==> src/rtl/wb_forward_source_pkg.sv <==
// Shared core definitions: datapath widths, register indices, opcodes and stage payloads.
package wb_forward_source_pkg;

    localparam int unsigned DATA_W   = 16;
    localparam int unsigned ADDR_W   = 3;
    localparam int unsigned NUM_REGS = 1 << ADDR_W;
    localparam int unsigned CNT_W    = 16;

    localparam logic [ADDR_W-1:0] ZERO_REG = '0;

    typedef enum logic [3:0] {
        OP_ADD = 4'h0,
        OP_SUB = 4'h1,
        OP_AND = 4'h2,
        OP_OR  = 4'h3,
        OP_XOR = 4'h4,
        OP_SHL = 4'h5,
        OP_SHR = 4'h6,
        OP_LDI = 4'h7,
        OP_LD  = 4'h8,
        OP_ST  = 4'h9,
        OP_BEQ = 4'hC,
        OP_JMP = 4'hD
    } opcode_e;

    // EX/MA boundary entry; data is the ALU result, stale for loads.
    typedef struct packed {
        logic              valid;
        logic              is_load;
        logic [ADDR_W-1:0] rd;
        logic [DATA_W-1:0] data;
    } ma_entry_t;

    // MA/WB boundary entry; data is final write-back value.
    typedef struct packed {
        logic              valid;
        logic [ADDR_W-1:0] rd;
        logic [DATA_W-1:0] data;
    } wb_entry_t;

    // One-hot register select, all zero when the entry is not valid.
    function automatic logic [NUM_REGS-1:0] rd_onehot(input logic valid, input logic [ADDR_W-1:0] rd);
        rd_onehot = valid ? (NUM_REGS'(1) << rd) : '0;
    endfunction

endpackage

==> src/rtl/wb_forward_source_if.sv <==
// Pipeline-side bundle for the forwarding source: EX/ID inputs, RF write port, bypass outputs.
interface wb_forward_source_if;
    import wb_forward_source_pkg::*;

    logic                hold;
    logic                ex_valid;
    logic                ex_wr_en;
    logic                ex_is_load;
    logic [ADDR_W-1:0]   ex_rd;
    logic [DATA_W-1:0]   ex_alu_res;
    logic                ex_flush;
    logic [DATA_W-1:0]   ma_load_data;
    logic [ADDR_W-1:0]   id_rs;
    logic [ADDR_W-1:0]   id_rt;
    logic                id_uses_rt;

    logic                rf_we;
    logic [ADDR_W-1:0]   rf_waddr;
    logic [DATA_W-1:0]   rf_wdata;
    logic                fwd_ma_valid;
    logic [ADDR_W-1:0]   fwd_ma_addr;
    logic [DATA_W-1:0]   fwd_ma_data;
    logic                fwd_ma_is_load;
    logic                fwd_wb_valid;
    logic [ADDR_W-1:0]   fwd_wb_addr;
    logic [DATA_W-1:0]   fwd_wb_data;
    logic [NUM_REGS-1:0] pending_mask;
    logic                load_use_stall;
    logic [CNT_W-1:0]    stall_count;

    modport master (
        output hold, ex_valid, ex_wr_en, ex_is_load, ex_rd, ex_alu_res, ex_flush,
               ma_load_data, id_rs, id_rt, id_uses_rt,
        input  rf_we, rf_waddr, rf_wdata,
               fwd_ma_valid, fwd_ma_addr, fwd_ma_data, fwd_ma_is_load,
               fwd_wb_valid, fwd_wb_addr, fwd_wb_data,
               pending_mask, load_use_stall, stall_count
    );

    modport slave (
        input  hold, ex_valid, ex_wr_en, ex_is_load, ex_rd, ex_alu_res, ex_flush,
               ma_load_data, id_rs, id_rt, id_uses_rt,
        output rf_we, rf_waddr, rf_wdata,
               fwd_ma_valid, fwd_ma_addr, fwd_ma_data, fwd_ma_is_load,
               fwd_wb_valid, fwd_wb_addr, fwd_wb_data,
               pending_mask, load_use_stall, stall_count
    );

endinterface

==> src/rtl/wb_forward_source_stage_reg.sv <==
// Generic pipeline stage register: synchronous clear, frozen while hold is high.
module wb_forward_source_stage_reg #(
    parameter int unsigned W = 1
) (
    input  logic         clk,
    input  logic         rst,
    input  logic         hold,
    input  logic [W-1:0] d,
    output logic [W-1:0] q
);

    // Capture the next entry unless the pipeline is stalled.
    always_ff @(posedge clk) begin
        if (rst) begin
            q <= '0;
        end else if (!hold) begin
            q <= d;
        end
    end

endmodule

==> src/rtl/wb_forward_source.sv <==
// Forwarding producer: EX/MA and MA/WB stage registers, RF write port,
// bypass candidates, pending-write mask and load-use interlock.
module wb_forward_source
    import wb_forward_source_pkg::*;
(
    input  logic               clk,
    input  logic               rst,
    wb_forward_source_if.slave bus
);

    ma_entry_t           ma_d;
    ma_entry_t           ma_q;
    wb_entry_t           wb_d;
    wb_entry_t           wb_q;
    logic                load_use_c;
    logic [NUM_REGS-1:0] pending_c;
    logic [CNT_W-1:0]    stall_cnt_q;

    // Next MA/WB entries; writes to r0 and squashed instructions never become valid.
    always_comb begin
        ma_d         = '0;
        ma_d.valid   = bus.ex_valid & bus.ex_wr_en & ~bus.ex_flush & (bus.ex_rd != ZERO_REG);
        ma_d.is_load = bus.ex_is_load;
        ma_d.rd      = bus.ex_rd;
        ma_d.data    = bus.ex_alu_res;

        wb_d         = '0;
        wb_d.valid   = ma_q.valid;
        wb_d.rd      = ma_q.rd;
        wb_d.data    = ma_q.is_load ? bus.ma_load_data : ma_q.data;
    end

    wb_forward_source_stage_reg #(.W($bits(ma_entry_t))) u_ma_stage (
        .clk  (clk),
        .rst  (rst),
        .hold (bus.hold),
        .d    (ma_d),
        .q    (ma_q)
    );

    wb_forward_source_stage_reg #(.W($bits(wb_entry_t))) u_wb_stage (
        .clk  (clk),
        .rst  (rst),
        .hold (bus.hold),
        .d    (wb_d),
        .q    (wb_q)
    );

    // Load in EX feeding a source of the ID instruction; pending mask of in-flight writes.
    always_comb begin
        load_use_c = bus.ex_valid & bus.ex_is_load & bus.ex_wr_en & ~bus.ex_flush
                   & (bus.ex_rd != ZERO_REG)
                   & ((bus.ex_rd == bus.id_rs) | (bus.id_uses_rt & (bus.ex_rd == bus.id_rt)));

        pending_c           = rd_onehot(ma_q.valid, ma_q.rd) | rd_onehot(wb_q.valid, wb_q.rd);
        pending_c[ZERO_REG] = 1'b0;
    end

    // Saturating count of interlock cycles that actually stall the front end.
    always_ff @(posedge clk) begin
        if (rst) begin
            stall_cnt_q <= '0;
        end else if (load_use_c && !bus.hold && (stall_cnt_q != '1)) begin
            stall_cnt_q <= stall_cnt_q + CNT_W'(1);
        end
    end

    // A held WB entry is written exactly once, on the cycle hold drops.
    assign bus.rf_we          = wb_q.valid & ~bus.hold;
    assign bus.rf_waddr       = wb_q.rd;
    assign bus.rf_wdata       = wb_q.data;

    assign bus.fwd_ma_valid   = ma_q.valid;
    assign bus.fwd_ma_addr    = ma_q.rd;
    assign bus.fwd_ma_data    = ma_q.data;
    assign bus.fwd_ma_is_load = ma_q.is_load;

    assign bus.fwd_wb_valid   = wb_q.valid;
    assign bus.fwd_wb_addr    = wb_q.rd;
    assign bus.fwd_wb_data    = wb_q.data;

    assign bus.pending_mask   = pending_c;
    assign bus.load_use_stall = load_use_c;
    assign bus.stall_count    = stall_cnt_q;

endmodule

==> src/flat_wrapper.sv <==
// flat-port wrapper written by rule: the top's interface ports become plain ports
module wb_forward_source_flat import wb_forward_source_pkg::*;
  (clk, rst, bus_hold, bus_ex_valid, bus_ex_wr_en, bus_ex_is_load, bus_ex_rd, bus_ex_alu_res, bus_ex_flush, bus_ma_load_data, bus_id_rs, bus_id_rt, bus_id_uses_rt, bus_rf_we, bus_rf_waddr, bus_rf_wdata, bus_fwd_ma_valid, bus_fwd_ma_addr, bus_fwd_ma_data, bus_fwd_ma_is_load, bus_fwd_wb_valid, bus_fwd_wb_addr, bus_fwd_wb_data, bus_pending_mask, bus_load_use_stall, bus_stall_count);
  wb_forward_source_if bus_i ();
  input  logic clk;
  input  logic rst;
  input wire logic [$bits(bus_i.hold)-1:0] bus_hold;
  input wire logic [$bits(bus_i.ex_valid)-1:0] bus_ex_valid;
  input wire logic [$bits(bus_i.ex_wr_en)-1:0] bus_ex_wr_en;
  input wire logic [$bits(bus_i.ex_is_load)-1:0] bus_ex_is_load;
  input wire logic [$bits(bus_i.ex_rd)-1:0] bus_ex_rd;
  input wire logic [$bits(bus_i.ex_alu_res)-1:0] bus_ex_alu_res;
  input wire logic [$bits(bus_i.ex_flush)-1:0] bus_ex_flush;
  input wire logic [$bits(bus_i.ma_load_data)-1:0] bus_ma_load_data;
  input wire logic [$bits(bus_i.id_rs)-1:0] bus_id_rs;
  input wire logic [$bits(bus_i.id_rt)-1:0] bus_id_rt;
  input wire logic [$bits(bus_i.id_uses_rt)-1:0] bus_id_uses_rt;
  output wire logic [$bits(bus_i.rf_we)-1:0] bus_rf_we;
  output wire logic [$bits(bus_i.rf_waddr)-1:0] bus_rf_waddr;
  output wire logic [$bits(bus_i.rf_wdata)-1:0] bus_rf_wdata;
  output wire logic [$bits(bus_i.fwd_ma_valid)-1:0] bus_fwd_ma_valid;
  output wire logic [$bits(bus_i.fwd_ma_addr)-1:0] bus_fwd_ma_addr;
  output wire logic [$bits(bus_i.fwd_ma_data)-1:0] bus_fwd_ma_data;
  output wire logic [$bits(bus_i.fwd_ma_is_load)-1:0] bus_fwd_ma_is_load;
  output wire logic [$bits(bus_i.fwd_wb_valid)-1:0] bus_fwd_wb_valid;
  output wire logic [$bits(bus_i.fwd_wb_addr)-1:0] bus_fwd_wb_addr;
  output wire logic [$bits(bus_i.fwd_wb_data)-1:0] bus_fwd_wb_data;
  output wire logic [$bits(bus_i.pending_mask)-1:0] bus_pending_mask;
  output wire logic [$bits(bus_i.load_use_stall)-1:0] bus_load_use_stall;
  output wire logic [$bits(bus_i.stall_count)-1:0] bus_stall_count;
  assign bus_i.hold = bus_hold;
  assign bus_i.ex_valid = bus_ex_valid;
  assign bus_i.ex_wr_en = bus_ex_wr_en;
  assign bus_i.ex_is_load = bus_ex_is_load;
  assign bus_i.ex_rd = bus_ex_rd;
  assign bus_i.ex_alu_res = bus_ex_alu_res;
  assign bus_i.ex_flush = bus_ex_flush;
  assign bus_i.ma_load_data = bus_ma_load_data;
  assign bus_i.id_rs = bus_id_rs;
  assign bus_i.id_rt = bus_id_rt;
  assign bus_i.id_uses_rt = bus_id_uses_rt;
  assign bus_rf_we = bus_i.rf_we;
  assign bus_rf_waddr = bus_i.rf_waddr;
  assign bus_rf_wdata = bus_i.rf_wdata;
  assign bus_fwd_ma_valid = bus_i.fwd_ma_valid;
  assign bus_fwd_ma_addr = bus_i.fwd_ma_addr;
  assign bus_fwd_ma_data = bus_i.fwd_ma_data;
  assign bus_fwd_ma_is_load = bus_i.fwd_ma_is_load;
  assign bus_fwd_wb_valid = bus_i.fwd_wb_valid;
  assign bus_fwd_wb_addr = bus_i.fwd_wb_addr;
  assign bus_fwd_wb_data = bus_i.fwd_wb_data;
  assign bus_pending_mask = bus_i.pending_mask;
  assign bus_load_use_stall = bus_i.load_use_stall;
  assign bus_stall_count = bus_i.stall_count;
  wb_forward_source u_core (.clk(clk), .rst(rst), .bus(bus_i));
endmodule
==> config.mk <==
export PLATFORM = sky130hd
export DESIGN_NAME = wb_forward_source_flat
export DESIGN_NICKNAME = d
export VERILOG_FILES = /design/src/rtl/wb_forward_source_pkg.sv /design/src/rtl/wb_forward_source_if.sv /design/src/rtl/wb_forward_source_stage_reg.sv /design/src/rtl/wb_forward_source.sv /design/src/flat_wrapper.sv
export SDC_FILE = /design/constraint.sdc
export NUM_CORES = 1
export LEC_CHECK = 0
export ABC_CLOCK_PERIOD_IN_PS = 2300
export BUFFER_PORTS_ARGS = -buffer_cell sky130_fd_sc_hd__buf_2
export CORE_MARGIN = 2
export CORE_UTILIZATION = 47
export DETAILED_ROUTE_END_ITERATION = 16
export GPL_ROUTABILITY_DRIVEN = 1
export GPL_TIMING_DRIVEN = 0
export HOLD_SLACK_MARGIN = 0.12
export PLACE_DENSITY_LB_ADDON = 0.12
export SLEW_MARGIN = 40
export SYNTH_ARGS = -nofsm -noshare
export SYNTH_HDL_FRONTEND = slang
export SYNTH_SLANG_ARGS = --single-unit
==> constraint.sdc <==
create_clock -name clk -period 2.3 [get_ports clk]
set_input_delay 0.23 -clock clk [delete_from_list [all_inputs] [get_ports clk]]
set_output_delay 0.23 -clock clk [all_outputs]
set_load 0.03 [all_outputs]
## Word level (Yosys, flattened, before mapping)

Cells that the tools add are included.

| operators by class | value |
|---|---|
| add/sub/neg operators | 1 |
| equality and inequality tests | 3 |
| shift-type cells | 2 |
| mux-type cells | 3 |
| bitwise gates (word level) | 14 |
| reductions and logical operators | 4 |

Operators with widths:

| cell | number |
|---|---|
| adder 16 x 1 -> 16 bit, second input constant | 1 |
| 2-to-1 mux 16 bit | 1 |
| 2-to-1 mux 8 bit | 2 |
| != test 16 bit, second input constant | 1 |
| left shift 1 x 3 -> 8 bit, first input constant | 2 |
| bitwise AND 1 bit | 10 |
| OR 8 bit | 1 |
| == test 3 bit | 2 |
| nonzero test 3 bit | 1 |
| logical AND 1 bit | 2 |
| NOT 1 bit | 2 |
| zero test 1 bit | 1 |
| OR 1 bit | 1 |

| word-level totals | value |
|---|---|
| bits in registers | 57 |
| bits of input ports | 49 |
| word-level logic and storage cells | 30 |

## Longest topological paths before layout

| logic depth | value |
|---|---|
| word-level depth | 7 |
| gate-level depth with buffers | 7 |
| depth with buffers taken out | 6 |

## Hierarchy

From an unflattened synthesis, not the netlist that was laid out.

| unflattened totals | value |
|---|---|
| cells, all modules | 306 |
| area, all modules | 2847.7 um^2 |

By module, submodules not included:

| module | times used | cells each | area an instance (um^2) |
|---|---|---|---|
| wb_forward_source | 1 | 174 | 1390.1 |
| wb_forward_source_stage_reg (u_core.u_ma_stage) | 1 | 68 | 752.0 |
| wb_forward_source_stage_reg (u_core.u_wb_stage) | 1 | 64 | 705.7 |

## Worst setup path before layout

OpenSTA, ideal clock, no wires.

| path | value |
|---|---|
| path kind | flip-flop to flip-flop |
| start point | register u_core.stall_cnt_q[2], in the netlist u_core.bus.stall_count[2] |
| end point | register u_core.stall_cnt_q[15], in the netlist u_core.bus.stall_count[15] |
| arrival | 2.011 ns |
| required time | 2.179 ns |
| setup slack | 0.168 ns |
| cell stages (with the launch flop) | 7 |
| path through | dfxtp_1 and4_1 buf_6 nand3_4 or3_4 nor4_1 mux2_2 |

| between the ends | value |
|---|---|
| cells in the longest elaborated chain, start to end | 2 |

Ends and longest elaborated chain:

| item | RTL line | RTL |
|---|---|---|
| start, declared | wb_forward_source.sv:17 | `logic [CNT_W-1:0] stall_cnt_q;` |
| start signal, assigned | wb_forward_source.sv:64 | `stall_cnt_q <= stall_cnt_q + CNT_W'(1);` |
| parallel branches: the longest is 2 deep, another holds adder 16 x 1 -> 16 bit | - |  |

Parallel ways; which one is timed is not known.
A chain may end at the register's enable or synchronous reset.

## Final worst setup path

Ends and elaborated chain as after synthesis.

==> flow_metrics.env <==
export IMPL_wirelength_mm=7.450
export IMPL_status="finished, final reports clean"
export IMPL_fin_ws_ps=232.8
export IMPL_power_frac_seq_pct=37.5
export IMPL_synth_edf_count=0
export IMPL_ys_types=41
export IMPL_clk_latency_ps=340
export IMPL_wl_per_cell_um=13.52
export IMPL_max_freq_ghz=0.4838
export IMPL_io_buffer_count=132
export IMPL_die_x_um=81.96
export IMPL_synth_top_area_share_pct=39.95
export IMPL_drtAntennaViolNets=0
export IMPL_antenna_found_initial=0
export IMPL_instances_no_fill=551
export IMPL_synthesis_nets=377
export IMPL_setup_viol_count_final=0
export IMPL_synthArstFlopShare_pct=0
export IMPL_synth_most_common_cell="nor2_1"
export IMPL_hold_viol_final=0
export IMPL_final_nets=521
export IMPL_groute_usage_overall_pct=21.99
export IMPL_syn_avg_cell_area_sq_um=8.735
export IMPL_hold_path_class="in -> reg"
export IMPL_drive_gt1_share_pct=39.50
export IMPL_grt_max_degree=11
export IMPL_routed_via_count=2832
export IMPL_p_per_area_mw_per_mm2=718.0
export IMPL_htreeDepth=3
export IMPL_crit_required_ps=2530
export IMPL_ir_drop_v=0.0004726
export IMPL_synth_ff_type="dfxtp_1"
export IMPL_p_clk_share_pct=48.9
export IMPL_placed_cell_area_sq_mm=0.003611
export IMPL_syn_inst=327
export IMPL_p_sw_w=0.0006658
export IMPL_core_region_area_sq_mm=0.005886
export IMPL_gp_congestion=0.7823
export IMPL_clkSinkCount=57
export IMPL_ys_seq_area_share_pct=39.95
export IMPL_fin_crit_sh_pct=89.88
export IMPL_layout_area_overhead_vs_synth_pct=36.97
export IMPL_syn_cell_area_sq_mm=0.002856
export IMPL_p_sw_share_pct=23.70
export IMPL_ios=135
export IMPL_synth_commonest_cells="nor2_1 (63), dfxtp_1 (57), mux2i_1 (41), a21oi_1 (28), buf_4 (24)"
export IMPL_clkTransAtPathRegs_ps=70
export IMPL_synth_top_area_cell="dfxtp_1"
export IMPL_cp_end_kind="flip-flop"
export IMPL_start_util_pct=48.53
export IMPL_grt_pass1_wl_mm=11.17
export IMPL_finish_utilization_pct=66.48
export IMPL_layout_cell_area_non_filler_sq_mm=0.003913
export IMPL_antenna_cells=0
export IMPL_cts_root_buf="clkbuf_8"
export IMPL_dp_slack_ps=237.6
export IMPL_fin_crit_ps=2067
export IMPL_synth_area_leaders="dfxtp_1 (40%), mux2i_1 (14%), nor2_1 (8.3%), buf_4 (6.3%), a21oi_1 (4.9%)"
export IMPL_p_int_w=0.002143
export IMPL_drt_iter0_drc=76
export IMPL_dieArea_sq_mm=0.006717
export IMPL_post_dp_hpwl_mm=5.435
export IMPL_cts_tree="done"
export IMPL_firstDrtPassIters=4
export IMPL_p_leak_nw=1.894
export IMPL_grt_pass1_vias=2381
export IMPL_critical_path_class="reg -> reg"
export IMPL_worstPathMaxFanout=8
export IMPL_worstSetupStartpointType="flip-flop"
export IMPL_combPwrFrac_pct=13.6
export IMPL_tightest_slew_ps=783.8
export IMPL_clk_path_buf_depth=2
export IMPL_arrival_ps=2290
export IMPL_rsz0062_at_grt="false"
export IMPL_row_count=28
export IMPL_routed_via_density=5.140
export IMPL_ys_warnings_count=0
export IMPL_ys_ff_latch=57
export IMPL_place_inst=534
export IMPL_relSlewSlack_pct=47.74
export IMPL_cts_buffers_inserted=9
export IMPL_finClkSkew_ps=6.870
export IMPL_slew_viol_final=0
export IMPL_grt_overflow=0
export IMPL_drcViolationCount=0
export IMPL_cap_violations=0
export IMPL_finalSetupTns_ps=0
export IMPL_die_h_um=81.96
metal layers:
metal  up-vias  global-route usage [%]  share of wire [%]  routed length [um]
li1       1409                       -                  -                   -
met1      1298                   27.62                 43                3180
met5         -                       0                  0                   0
met4         0                   9.000                1.6                 116
met2       113                   36.26                 48                3545
met3        12                   5.055                8.2                 608
registers in the layout, indices dropped and copies added, names as in the netlist:
signal and flops:
u_core.bus.stall_count 16, u_core.u_wb_stage.q 20, u_core.u_ma_stage.q 21
power groups by stage:
stage	logic, W	clock network [W]	registers, W
final	0.000382	0.00137	0.00105
after global routing	0.000414	0.00143	0.00106
after CTS	0.000386	0.00138	0.00105
after detailed placement	0.000382	0	0.00108
after global placement	0.000379	0	0.00107
after floorplan	0.000195	0	0.00114
path summary, 6_finish.rpt:
| check | startpoint | to | slack, ps | cells past startpoint |
|---|---|---|---|---|
| setup / recovery | u_core.bus.stall_count[2] | u_core.bus.stall_count[15] | 230 | 6 |
| hold / removal | bus_ex_alu_res[6] | u_core.u_ma_stage.q[6] | 130 | 3 |
| setup reg to reg | u_core.bus.stall_count[2] | u_core.bus.stall_count[15] | 230 | 6 |
| hold reg to reg | u_core.bus.stall_count[11] | u_core.bus.stall_count[11] | 500 | 2 |
critical path: stages, from the launching register on:
cell and delay [ps]:
dfxtp_1 440, and4_1 240, buf_6 130, nand3_4 90, or3_4 400, nor4_1 290, mux2_2 370
kinds of logic after synthesis:
logic type | after synthesis | share of synthesized area (%)
muxes | 44 | 15.55
AOI/OAI and AO/OA | 49 | 10.21
xor gates and xnor gates | 6 | 1.840
DFF | 57 | 39.95
and+or+nand+nor | 121 | 21.46
adders and majority gates | 1 | 0.4380
buffers and inverters | 48 | 10.43
other | 1 | 0.1313
cell type report:
class                           count  area, sq um
Clock inverter                      5        150.1
Clock buffer                       11        141.4
Buffer                             43        279.0
Tap cell                           75        93.84
Sequential cell                    57         1141
Multi-Input combinational cell    222         1418
Timing Repair Buffer              133        670.6
Fill cell                         510         1973
Inverter                            5        18.77
layout by cell type (no fill, tap or decap), types with 4 or more instances in the layout:
| cell type | count |
|---|---|
| nor3_1 | 4 |
| nand2b_1 | 8 |
| inv_1 | 5 |
| dfxtp_1 | 57 |
| or4_1 | 8 |
| clkbuf_1 | 8 |
| nor2_1 | 63 |
| bufinv_16 | 5 |
| nand2_1 | 11 |
| buf_4 | 24 |
| a21oi_1 | 28 |
| clkbuf_8 | 10 |
| o31ai_1 | 10 |
| mux2i_1 | 41 |
| buf_1 | 5 |
| buf_2 | 136 |
| o22ai_1 | 6 |
| nor2b_1 | 4 |
| nand4_1 | 5 |
repair_timing:
action | in CTS | in global routing
gates resized for setup | 0 | 0
hold endpoints to repair | 1 | 0
setup buffers | 0 | 0
hold buffers | 1 | 0
metrics by stage:
stage,hold slack (ps),power (W)
3_3_place_gp,458.0,0.001453
6_report,126.1,0.002809
4_1_cts,124.2,0.002823
5_1_grt,123.0,0.002906
2_1_floorplan,373.9,0.001331
3_5_place_dp,467.7,0.001458
Power figures use the tool's default switching activity.
